File: src/rtl/multq_requester_pkg.sv
`timescale 1ns/1ps
// Shared constants and types for the productQ requester.
// Optional watchdog is enabled with MULTQ_WDOG_EN (see multq_requester).
package multq_requester_pkg;

    localparam logic [1:0] GATE_CNOT_H = 2'd0;
    localparam logic [1:0] GATE_PHASE  = 2'd1;
    localparam logic [1:0] GATE_X      = 2'd2;
    localparam logic [1:0] GATE_Z      = 2'd3;

    localparam logic [2:0] ST_IDLE      = 3'd0;
    localparam logic [2:0] ST_ISSUE     = 3'd1;
    localparam logic [2:0] ST_WAIT_DONE = 3'd2;
    localparam logic [2:0] ST_RELEASE   = 3'd3;
    localparam logic [2:0] ST_DRAIN     = 3'd4;
    localparam logic [2:0] ST_OUT       = 3'd5;

    typedef struct packed {
        logic [1:0] phase;
        logic [1:0] phase2;
        logic [1:0] gate_type;
        logic       err;
    } res_t;

    // Only two-index gates carry a meaningful Q2 phase.
    function automatic logic [1:0] mask_phase2(input logic [1:0] gate_type,
                                               input logic [1:0] phase2);
        return (gate_type == GATE_CNOT_H) ? phase2 : 2'd0;
    endfunction

endpackage

File: src/rtl/multq_wdog.sv
`timescale 1ns/1ps
// Wait-for-done watchdog: 16-bit counter cleared before WAIT_DONE, counting while in it.
// Instantiated by multq_requester only when MULTQ_WDOG_EN is defined.
module multq_wdog #(
    parameter int TIMEOUT_CYC = 64
) (
    input  logic clk,
    input  logic rst_n,
    input  logic clear,
    input  logic run,
    input  logic done,
    output logic expired
);

    logic [15:0] count;

    always_ff @(posedge clk or negedge rst_n) begin
        if (!rst_n) begin
            count <= 16'd0;
        end else if (clear) begin
            count <= 16'd0;
        end else if (run) begin
            count <= count + 16'd1;
        end
    end

    assign expired = run && !done && (count == 16'(TIMEOUT_CYC - 1));

endmodule

File: src/rtl/multq_requester.sv
`timescale 1ns/1ps
// Initiator side of the productQ handshake: issue one gate job, collect Q/Q2 phases, hand them on.
// Define MULTQ_WDOG_EN to add a timeout on the wait for done_multQ (res_err reports it).
module multq_requester
    import multq_requester_pkg::*;
#(
    parameter int num_qubit   = 4,
    parameter int TIMEOUT_CYC = 64
) (
    input  logic                 clk,
    input  logic                 rst_new,
    input  logic                 job_valid,
    output logic                 job_ready,
    input  logic [1:0]           job_gate_type,
    input  logic [num_qubit-1:0] job_basis_index,
    input  logic [num_qubit-1:0] job_basis_index2,
    output logic                 determine_multQ,
    output logic [1:0]           reg_gate_type,
    output logic [num_qubit-1:0] basis_index,
    output logic [num_qubit-1:0] basis_index2,
    input  logic                 done_multQ,
    output logic                 valid_P,
    input  logic [1:0]           q_phase,
    input  logic [1:0]           q2_phase,
    output logic                 res_valid,
    input  logic                 res_ready,
    output logic [1:0]           res_phase,
    output logic [1:0]           res_phase2,
    output logic [1:0]           res_gate_type,
    output logic                 res_err,
    output logic [15:0]          job_count
);

    typedef struct packed {
        logic [1:0]           gate_type;
        logic [num_qubit-1:0] basis_index;
        logic [num_qubit-1:0] basis_index2;
    } job_t;

    logic [2:0] state;
    logic [2:0] state_nx;
    logic [1:0] drain_cnt;
    logic       accept;
    logic       timeout;
    job_t       job_q;
    res_t       res_q;

    // job_ready is only ever high while in IDLE, so it alone qualifies acceptance.
    assign accept          = job_valid && job_ready;
    assign determine_multQ = (state == ST_ISSUE);
    assign res_valid       = (state == ST_OUT);

    assign reg_gate_type = job_q.gate_type;
    assign basis_index   = job_q.basis_index;
    assign basis_index2  = job_q.basis_index2;
    assign res_phase     = res_q.phase;
    assign res_phase2    = res_q.phase2;
    assign res_gate_type = res_q.gate_type;
    assign res_err       = res_q.err;

`ifdef MULTQ_WDOG_EN
    multq_wdog #(
        .TIMEOUT_CYC(TIMEOUT_CYC)
    ) u_wdog (
        .clk    (clk),
        .rst_n  (rst_new),
        .clear  (state == ST_ISSUE),
        .run    (state == ST_WAIT_DONE),
        .done   (done_multQ),
        .expired(timeout)
    );
`else
    assign timeout = 1'b0;
`endif

    always_comb begin
        state_nx = state;
        case (state)
            ST_IDLE:      if (accept) state_nx = ST_ISSUE;
            ST_ISSUE:     state_nx = ST_WAIT_DONE;
            ST_WAIT_DONE: if (done_multQ || timeout) state_nx = ST_RELEASE;
            ST_RELEASE:   state_nx = ST_DRAIN;
            ST_DRAIN:     if (!done_multQ) state_nx = ST_OUT;
            ST_OUT:       if (res_ready) state_nx = ST_IDLE;
            default:      state_nx = ST_IDLE;
        endcase
    end

    always_ff @(posedge clk or negedge rst_new) begin
        if (!rst_new) begin
            state     <= ST_IDLE;
            job_ready <= 1'b0;
            valid_P   <= 1'b0;
            drain_cnt <= 2'd0;
            job_q     <= '0;
            res_q     <= '0;
            job_count <= 16'd0;
        end else begin
            state     <= state_nx;
            job_ready <= (state_nx == ST_IDLE);
            // Release pulse lands one cycle after capture; a responder still holding
            // done is re-released every third DRAIN cycle.
            valid_P   <= (state == ST_RELEASE) ||
                         ((state == ST_DRAIN) && done_multQ && (drain_cnt == 2'd2));
            drain_cnt <= ((state == ST_DRAIN) && (drain_cnt != 2'd2)) ? drain_cnt + 2'd1 : 2'd0;
            if (accept) begin
                job_q <= '{gate_type:    job_gate_type,
                           basis_index:  job_basis_index,
                           basis_index2: job_basis_index2};
            end
            if (state == ST_WAIT_DONE) begin
                if (done_multQ) begin
                    res_q <= '{phase:     q_phase,
                               phase2:    mask_phase2(job_q.gate_type, q2_phase),
                               gate_type: job_q.gate_type,
                               err:       1'b0};
                end else if (timeout) begin
                    res_q <= '{phase: 2'd0, phase2: 2'd0, gate_type: job_q.gate_type, err: 1'b1};
                end
            end
            if (res_valid && res_ready) begin
                job_count <= job_count + 16'd1;
            end
        end
    end

endmodule
File: config.mk
export PLATFORM = sky130hd
export DESIGN_NAME = multq_requester
export DESIGN_NICKNAME = d
export VERILOG_FILES = /design/src/rtl/multq_requester_pkg.sv /design/src/rtl/multq_wdog.sv /design/src/rtl/multq_requester.sv
export SDC_FILE = /design/constraint.sdc
export NUM_CORES = 1
export LEC_CHECK = 0
export ABC_AREA = 1
export CORE_ASPECT_RATIO = 1.25
export CORE_UTILIZATION = 58
export CTS_CLUSTER_SIZE = 28
export DETAILED_ROUTE_END_ITERATION = 16
export DONT_BUFFER_PORTS = 1
export PLACE_DENSITY = 0.78
export RECOVER_POWER = 100
export REMOVE_ABC_BUFFERS = 1
export SLEW_MARGIN = 15
export SYNTH_ARGS = -nofsm -noshare
export SYNTH_HDL_FRONTEND = slang
export SYNTH_HIERARCHICAL = 1
export SYNTH_SLANG_ARGS = --single-unit
export TNS_END_PERCENT = 50
File: constraint.sdc
create_clock -name clk -period 1.9 [get_ports clk]
set_input_delay 0.285 -clock clk [delete_from_list [all_inputs] [get_ports clk]]
set_output_delay 0.285 -clock clk [all_outputs]
set_load 0.005 [all_outputs]
== Word-level counts from Yosys, hierarchy flattened ==
Cells that the tools add are included.

* Bits in writable memories: 0
* Register bits: 39
* Output and inout port bits: 37
* Bits in latches: 0
* ROM bits: 0
* Memories kept: 0

* Add/sub/neg operators: 2
* Bitwise logic cells: 0
* Div/mod/pow operators: 0
* Equality and inequality tests: 7
* Order comparisons: 0
* Shift operators: 0
* Reductions and logical operators: 10
* $mul: 0
* Muxes and demuxes: 7

{| class="wikitable"
|+ Operator list
! cell !! count
|-
| $pmux W3 S6 || 1
|-
| $add A16 B1 Y16 const B || 1
|-
| $mux W3 || 4
|-
| $eq A3 B2 Y1 const B || 2
|-
| $eq A3 B3 Y1 const B || 2
|-
| $logic_not A3 Y1 || 2
|-
| $logic_and A1 B1 Y1 || 5
|-
| $mux W2 || 2
|-
| $eq A3 B1 Y1 const B || 1
|-
| $add A2 B1 Y2 const B || 1
|-
| $eq A2 B2 Y1 const B || 1
|-
| $logic_not A2 Y1 || 1
|-
| $ne A2 B2 Y1 const B || 1
|-
| $reduce_and A2 Y1 || 1
|-
| $logic_or A1 B1 Y1 || 1
|}

== Depth between registers and ports, before layout ==
Gate-level depths: netlist (run 1).

* Depth in word-level cells: 4
* Gate-level depth with buffers: 8
* Gate-level depth less buffers: 8

== Worst setup path after synthesis (run 1) ==
Ideal clock, no wire load.

* Kind: flip-flop to flip-flop
* From: register job_count[0]
* To: register job_count[12]
* Cell stages (with the launch flop): 9
* Required time: 1783 ps
* Data arrival time: 1147 ps
* Setup time: 117 ps
* Path slack: 636 ps
* Path through: dfrtp_1 > ha_1 > nand3_1 > nor2_4 > nand2_4 > nor2_4 > nand2_1 > nand2_1 > nand2_1

* Cells in the longest elaborated chain, start to end: 1

{| class="wikitable"
|+ RTL lines
! element !! RTL line !! text
|-
| from (decl) || multq_requester.sv:31 || <nowiki>output logic [15:0] job_count</nowiki>
|-
| from (signal assigned) || multq_requester.sv:122 || <nowiki>job_count <= job_count + 16'd1;</nowiki>
|-
| $add A16 B1 Y16 || multq_requester.sv:122 ||
|}

No other way between the ends.
A chain may end at the register's enable or synchronous reset.

== Worst setup path after layout (run 1) ==
Same ends and word-level chain as after synthesis.

==> flow_metrics.py, run 1 <==
metrics = {
    "worst_setup_path": {
        "worstSetupStartpointType": "register",
        "cpLargestDelayFamily": "simple AND/OR/NAND/NOR gates",
        "cp.required_ns": 2.14,
        "r2r_cells": 8,
        "cpMostUsedCell": "nand2_1",
        "endpoint_kind": "register",
        "worstPathMaxFanout": 5,
        "critPathBufInv": 0,
        "cp_slowest_stage_delay_ns": 0.46,
        "path_class": "reg2reg",
        "cp.depth": 8,
        "cp_slowest_cell": "dfrtp_1",
        "path_cells": "ha_1 -> nand3_1 -> nor2_1 -> nand2_4 -> nor2_4 -> nand2_1 -> nand2_1 -> nand2_1",
        "crit_arrival_ns": 1.82,
    },
    "final_layout": {
        "layoutNonFillerInstCount": 220,
        "fin_area_mm2": 0.001872,
        "diodes": 0,
        "nets": 204,
        "areaGrowthSynthToFinish_pct": 5.501,
        "drive_gt1_share_pct": 11.41,
        "layout_common_cells": "42 x nand2_1, 39 x dfrtp_1, 19 x nor2_1",
        "multi_input_comb_area_um2": 670.6,
        "seq_area_um2": 975.9,
        "final_core_util_pct": 64.15,
        "nFillCells": 249,
        "final_common_cell": "nand2_1",
    },
    "floorplanning": {
        "initial_core_util_pct": 60.81,
        "rows": 22,
        "die-area_mm2": 0.003286,
        "core-area_mm2": 0.002918,
        "ioPinCount": 56,
        "die_y_um": 63.84,
        "die_w_um": 51.47,
    },
    "sta": {
        "post-route-min-period_ns": 1.575,
        "tns_ns": 0,
        "clock_skew_ns": 0.003329,
        "rsz0062_at_grt": "false",
        "max_freq_mhz": 634.8,
        "slew_headroom_pct": 36.20,
        "fin_crit_sh_pct": 82.92,
        "tightest_slew_ns": 0.9570,
        "setup_violations": 0,
        "slew_viol_final": 0,
        "finalHoldViolations": 0,
    },
    "logic_synthesis": {
        "synthSimpleGateAreaFrac_pct": 23.27,
        "netlist_instances": 177,
        "synth_top_family_by_area": "simple AND/OR/NAND/NOR gates",
        "ys_types": 27,
        "synth_warnings": 6,
        "ys_ff_latch": 39,
        "synth-compound-area-share_pct": 3.244,
        "ys_seq_area_share_pct": 55.01,
        "synthMuxAreaShare_pct": 5.078,
        "synth_fa_ha_area_share_pct": 1.410,
        "synth-xor-area-share_pct": 6.841,
        "avgSynthCellArea_um2": 10.02,
        "synth_area_mm2": 0.001774,
    },
    "detailed_routing": {
        "avgViaCountPerCell": 5.750,
        "dr.pass1.iters": 4,
        "ant_nets": 0,
        "finalWirelength_um": 3538,
        "num_vias": 1265,
        "drc_errors": 0,
        "dr.first_iter.drc_count": 45,
        "wire_per_inst_um": 16.08,
    },
    "global_route": {
        "overflow": 0,
        "grt_pass1_vias": 1289,
        "antenna_found_initial": 0,
        "grt.total_usage_pct": 23.39,
        "grt_pass1_wl_um": 5561,
        "grt_max_degree": 40,
    },
    "clocking": {
        "clkLatencyLatePin_ns": 0.33,
        "cts_max_level": 2,
        "post-cts-setup-buffers": 0,
        "cts_made_buffers": 5,
        "cts_sinks": 39,
        "cts-root-buf": "clkbuf_4",
        "cts_tree": "done",
        "cts_buffer_depth": 2,
        "clkTransAtPathRegs_ns": 0.11,
    },
    "place": {
        "port_buffers": 0,
        "dpl_cell_area_mm2": 0.001795,
        "dp.cells": 210,
        "gp_congestion": 0.8241,
        "dp_hpwl_um": 2417,
    },
    "job": {
        "drv_cap": 0,
    },
    "pwr": {
        "internal_power_w": 0.001672,
        "worst_ir_drop_vdd_mv": 0.8623,
        "p_per_area_mw_per_mm2": 1300,
        "swShare_pct": 31.25,
        "pwr-share-comb_pct": 20.0,
        "pwr-share-clk_pct": 27.5,
        "p_leak_nw": 0.9337,
        "total_power_w": 0.002432,
        "seq_power_share_pct": 52.5,
        "switchingPower_w": 0.0007602,
    },
    "status": {
        "status": "finished clean",
    },
    "hold_path": {
        "hold_class": "in2reg",
        "hold_depth": 2,
    },
}
-- per-layer routing --
layer / share of wire, % / GRT usage [%] / vias up
li1: - / - / 568
met1: 35 / 22.93 / 590
met2: 52 / 39.61 / 86
met3: 8.8 / 9.524 / 21
met4: 4.0 / 14.53 / 0
met5: 0 / 0 / -
-- through the flow --
step                      hold WS, ns  setup WS, ns
after floorplan              -0.01059        0.6364
after global placement      -0.009867        0.5686
after detailed placement    -0.009870        0.4951
after CTS                     0.04935        0.3995
after global routing          0.04181        0.2132
final                         0.06337        0.3246
-- registers in the layout, indices dropped and copies added (netlist names) --
| signal | flops |
|---|---|
| reg_gate_type | 2 |
| basis_index2 | 4 |
| job_count | 16 |
| res_phase2 | 2 |
| valid_P | 1 |
| basis_index | 4 |
| state | 3 |
| drain_cnt | 2 |
| res_phase | 2 |
| res_gate_type | 2 |
| job_ready | 1 |
-- power groups by stage --
stage	sequential, W	clock (W)	combinational (W)
final	0.00128	0.000669	0.000488
after global routing	0.00130	0.000728	0.000555
after CTS	0.00128	0.000684	0.000536
after detailed placement	0.00129	0	0.000513
after global placement	0.00128	0	0.000478
after floorplan	0.00124	0	0.000433
-- final timing paths --
kind | start | end | slack, ns
min in group asynchronous | rst_new | job_count[8]$_DFFE_PN0P_ | 0.63
max reg2reg | job_count[0]$_DFFE_PN0P_ | job_count[12]$_DFFE_PN0P_ | 0.32
min reg2reg | drain_cnt[0]$_DFF_PN0_ | drain_cnt[0]$_DFF_PN0_ | 0.44
min | q_phase[1] | res_phase[1]$_DFFE_PN0P_ | 0.06
max | job_count[0]$_DFFE_PN0P_ | job_count[12]$_DFFE_PN0P_ | 0.32
max in group asynchronous | rst_new | basis_index[1]$_DFFE_PN0P_ | 0.68
-- kinds of logic after synthesis --
kind of cell,count (synthesis)
AND/OR/NAND/NOR,86
adder cells (fa/ha/maj),2
flip-flops,39
AO/OA/AOI/OAI,8
buffers and inverters,20
XOR/XNOR,13
other,1
multiplexers,8
-- cell usage after synthesis (all sizes together) --
| cell | n | share of area, % |
|---|---|---|
| o21bai | 1 | 0.42 |
| nand3 | 8 | 2.3 |
| a21oi | 3 | 0.85 |
| ha | 2 | 1.4 |
| conb | 1 | 0.21 |
| xnor2 | 6 | 3.4 |
| o21ai | 4 | 2.0 |
| and2 | 1 | 0.49 |
| nand2 | 45 | 10 |
| mux2 | 8 | 5.1 |
| nor3 | 4 | 1.1 |
| nand3b | 1 | 0.42 |
| xor2 | 7 | 3.5 |
| buf | 3 | 1.3 |
| inv | 17 | 3.6 |
| nand4 | 6 | 2.1 |
| nor2 | 21 | 6.5 |
| dfrtp | 39 | 55 |
-- final cells by class --
| cell class | instances | area share (%) |
|---|---|---|
| clock buffer | 6 | 2.206 |
| clock inverter | 2 | 3.209 |
| inverter | 17 | 3.409 |
| multi-input combinational | 118 | 35.83 |
| sequential | 39 | 52.14 |
| tap | 36 | 2.406 |
| timing repair buffer | 2 | 0.8021 |
-- what timing repair did --
| item | CTS | global route |
|---|---|---|
| resized for setup | 0 | 0 |
| hold buffers | 2 | 0 |
| endpoints found under the hold margin | 39 | 0 |
-- worst register-to-register path, delay by kind of cell, from the launching register on --
kind,cells,cell delay (ns)
AND/OR/NAND/NOR,7,0.78
flip-flops,1,0.46
adder cells (fa/ha/maj),1,0.23
(Power assumes the default switching activity.)
==> run 2: changes to the inputs <==
CORE_UTILIZATION = 55   (was 58)
PLACE_DENSITY = 0.77   (was 0.78)
clock period = 1.3 ns   (was 1.9 ns; I/O delays follow)
==> run 2 against run 1 <==
Non-clock buffer count increased by 27; fmax increased by 21%; routed wire length increased by 0.85%; worst setup slack got worse by 0.32 ns; global-route usage decreased by 1.3 points; sequential power increased by 44%; critical path depth decreased by 3; design area increased by 15%; core utilization increased by 7.7 points; count of clock-buffer cells in the layout decreased by 1; sequential share of layout area decreased by 6.8 points; critical path type unchanged; largest cell class unchanged.
==> flow_metrics.py, run 2 (synthesized netlist as in run 1, its figures left out) <==
metrics = {
    "status": {
        "status": "finished clean",
    },
    "floorplanning": {
        "die_y_um": 65.50,
        "ioPinCount": 56,
        "rows": 22,
        "core-area_mm2": 0.003000,
        "die_w_um": 52.80,
        "initial_core_util_pct": 59.13,
        "die-area_mm2": 0.003458,
    },
    "sta": {
        "tightest_slew_ns": 0.8353,
        "timing.final.ws_setup_ns": 0.001672,
        "max_freq_mhz": 770.2,
        "fin_crit_sh_pct": 99.87,
        "holdWs_ns": 0.01916,
        "post-route-min-period_ns": 1.298,
        "slew_headroom_pct": 44.31,
        "slew_viol_final": 0,
        "setup_violations": 0,
        "finalHoldViolations": 0,
        "rsz0062_at_grt": "true",
        "clock_skew_ns": 0.01119,
    },
    "detailed_routing": {
        "avgViaCountPerCell": 5.263,
        "drc_errors": 0,
        "dr.pass1.iters": 4,
        "ant_nets": 0,
        "num_vias": 1300,
        "finalWirelength_um": 3568,
        "wire_per_inst_um": 14.45,
        "dr.first_iter.drc_count": 23,
    },
    "global_route": {
        "grt_pass1_vias": 1304,
        "grt_pass1_wl_um": 5533,
        "grt.total_usage_pct": 22.09,
        "overflow": 0,
        "grt_max_degree": 40,
        "antenna_found_initial": 0,
    },
    "worst_setup_path": {
        "path_cells": "inv_2 -> nand4_1 -> nor2_4 -> nand2_1 -> xor2_1",
        "cp.required_ns": 1.54,
        "worstPathMaxFanout": 4,
        "cp_slowest_stage_delay_ns": 0.44,
        "cp_slowest_cell": "dfrtp_1",
        "crit_arrival_ns": 1.54,
        "critPathBufInv": 1,
        "path_class": "reg2reg",
        "worstSetupStartpointType": "register",
        "cpLargestDelayFamily": "simple AND/OR/NAND/NOR gates",
        "r2r_start": "state[1]$_DFF_PN0_",
        "r2r_cells": 5,
        "r2r_end": "job_count[11]$_DFFE_PN0P_",
        "r2r_slack_ns": 0.002,
        "endpoint_kind": "register",
    },
    "clocking": {
        "clkLatencyLatePin_ns": 0.35,
        "clkTransAtPathRegs_ns": 0.11,
        "cts_sinks": 39,
        "cts-root-buf": "clkbuf_4",
        "cts_max_level": 2,
        "cts_buffer_depth": 2,
        "cts_made_buffers": 5,
        "cts_tree": "done",
    },
    "final_layout": {
        "nFillCells": 227,
        "diodes": 0,
        "top_register": "job_count",
        "areaGrowthSynthToFinish_pct": 21.58,
        "drive_gt1_share_pct": 27.96,
        "multi_input_comb_area_um2": 748.2,
        "layout_common_cells": "39 x nand2_1, 37 x dfrtp_1, 14 x inv_1, 14 x dlygate4sd3_1",
        "layoutNonFillerInstCount": 247,
        "nets": 231,
        "seq_area_um2": 978.4,
        "largest_register_ffs": 16,
        "final_common_cell": "nand2_1",
    },
    "pwr": {
        "p_per_area_mw_per_mm2": 1630,
        "p_leak_nw": 1.066,
        "worst_ir_drop_vdd_mv": 1.308,
    },
    "hold_path": {
        "hold_class": "in2reg",
        "worstHoldStart": "q2_phase[0]",
        "hold_end": "res_phase2[0]$_DFFE_PN0P_",
        "hold_depth": 2,
    },
    "place": {
        "gp_congestion": 0.8559,
        "dp_hpwl_um": 2322,
        "port_buffers": 0,
        "place_ws_ns": -0.01128,
        "dp.cells": 215,
    },
    "job": {
        "drv_cap": 0,
    },
}
==> run 2: how the worst max path moves through the flow <==
stage,slack [ns],end,cells after the start,start
CTS,-0.01,res_valid,3,state[1]$_DFF_PN0_
finish,0.002,job_count[11]$_DFFE_PN0P_,5,state[1]$_DFF_PN0_
detailed placement,-0.01,job_count[12]$_DFFE_PN0P_,8,job_count[0]$_DFFE_PN0P_
floorplan,0.04,job_count[12]$_DFFE_PN0P_,8,job_count[0]$_DFFE_PN0P_
global route,-0.07,job_count[9]$_DFFE_PN0P_,6,state[1]$_DFF_PN0_
global placement,0.04,job_count[12]$_DFFE_PN0P_,8,job_count[0]$_DFFE_PN0P_
==> run 2: area by class of cell <==
cell class,count,area share [%]
sequential,39,45.36
timing repair buffer,29,12.36
tap,36,2.088
clock inverter,3,0.6961
multi-input combinational,118,34.69
inverter,17,3.074
clock buffer,5,1.740
==> run 2: timing repair <==
item	CTS	global route
cloned	0	0
pin swaps	2	5
hold endpoints to repair	51	1
gates resized for setup	1	18
hold buffers	14	1
buffers inserted	4	5
endpoints found under the setup margin	3	15
==> run 2: metal layers <==
metal	track usage [%]	up-vias	routed length [um]
met2	39.72	45	1978
met1	23.03	623	1260
met4	6.908	0	63
li1	-	625	-
met5	0	-	0
met3	8.333	7	266
==> run 2: report_power, final <==
| group | total, W | leakage, nW | internal (W) | switching (W) |
|---|---|---|---|---|
| Clock | 0.000589 | 0.0347 | 0.000201 | 0.000388 |
| Sequential | 0.00184 | 0.482 | 0.00156 | 0.000285 |
| Combinational | 0.00108 | 0.549 | 0.000510 | 0.000572 |
==> run 2: worst register-to-register path, stage by stage (launching register included) <==
cell	delay [ns]
dfrtp_1	0.44
inv_2	0.12
nand4_1	0.20
nor2_4	0.21
nand2_1	0.08
xor2_1	0.15
==> run 2: per-stage QoR <==
stage	power [W]	setup TNS [ns]	instance area, um^2	utilization, %
after global placement	0.002658	0	1846	61.51
final	0.003515	0	2157	71.89
after detailed placement	0.002707	-0.01128	1846	61.51
after CTS	0.003424	-0.02354	2083	69.43
after global routing	0.003758	-0.4573	2157	71.89
after floorplan	0.002439	0	1750	-
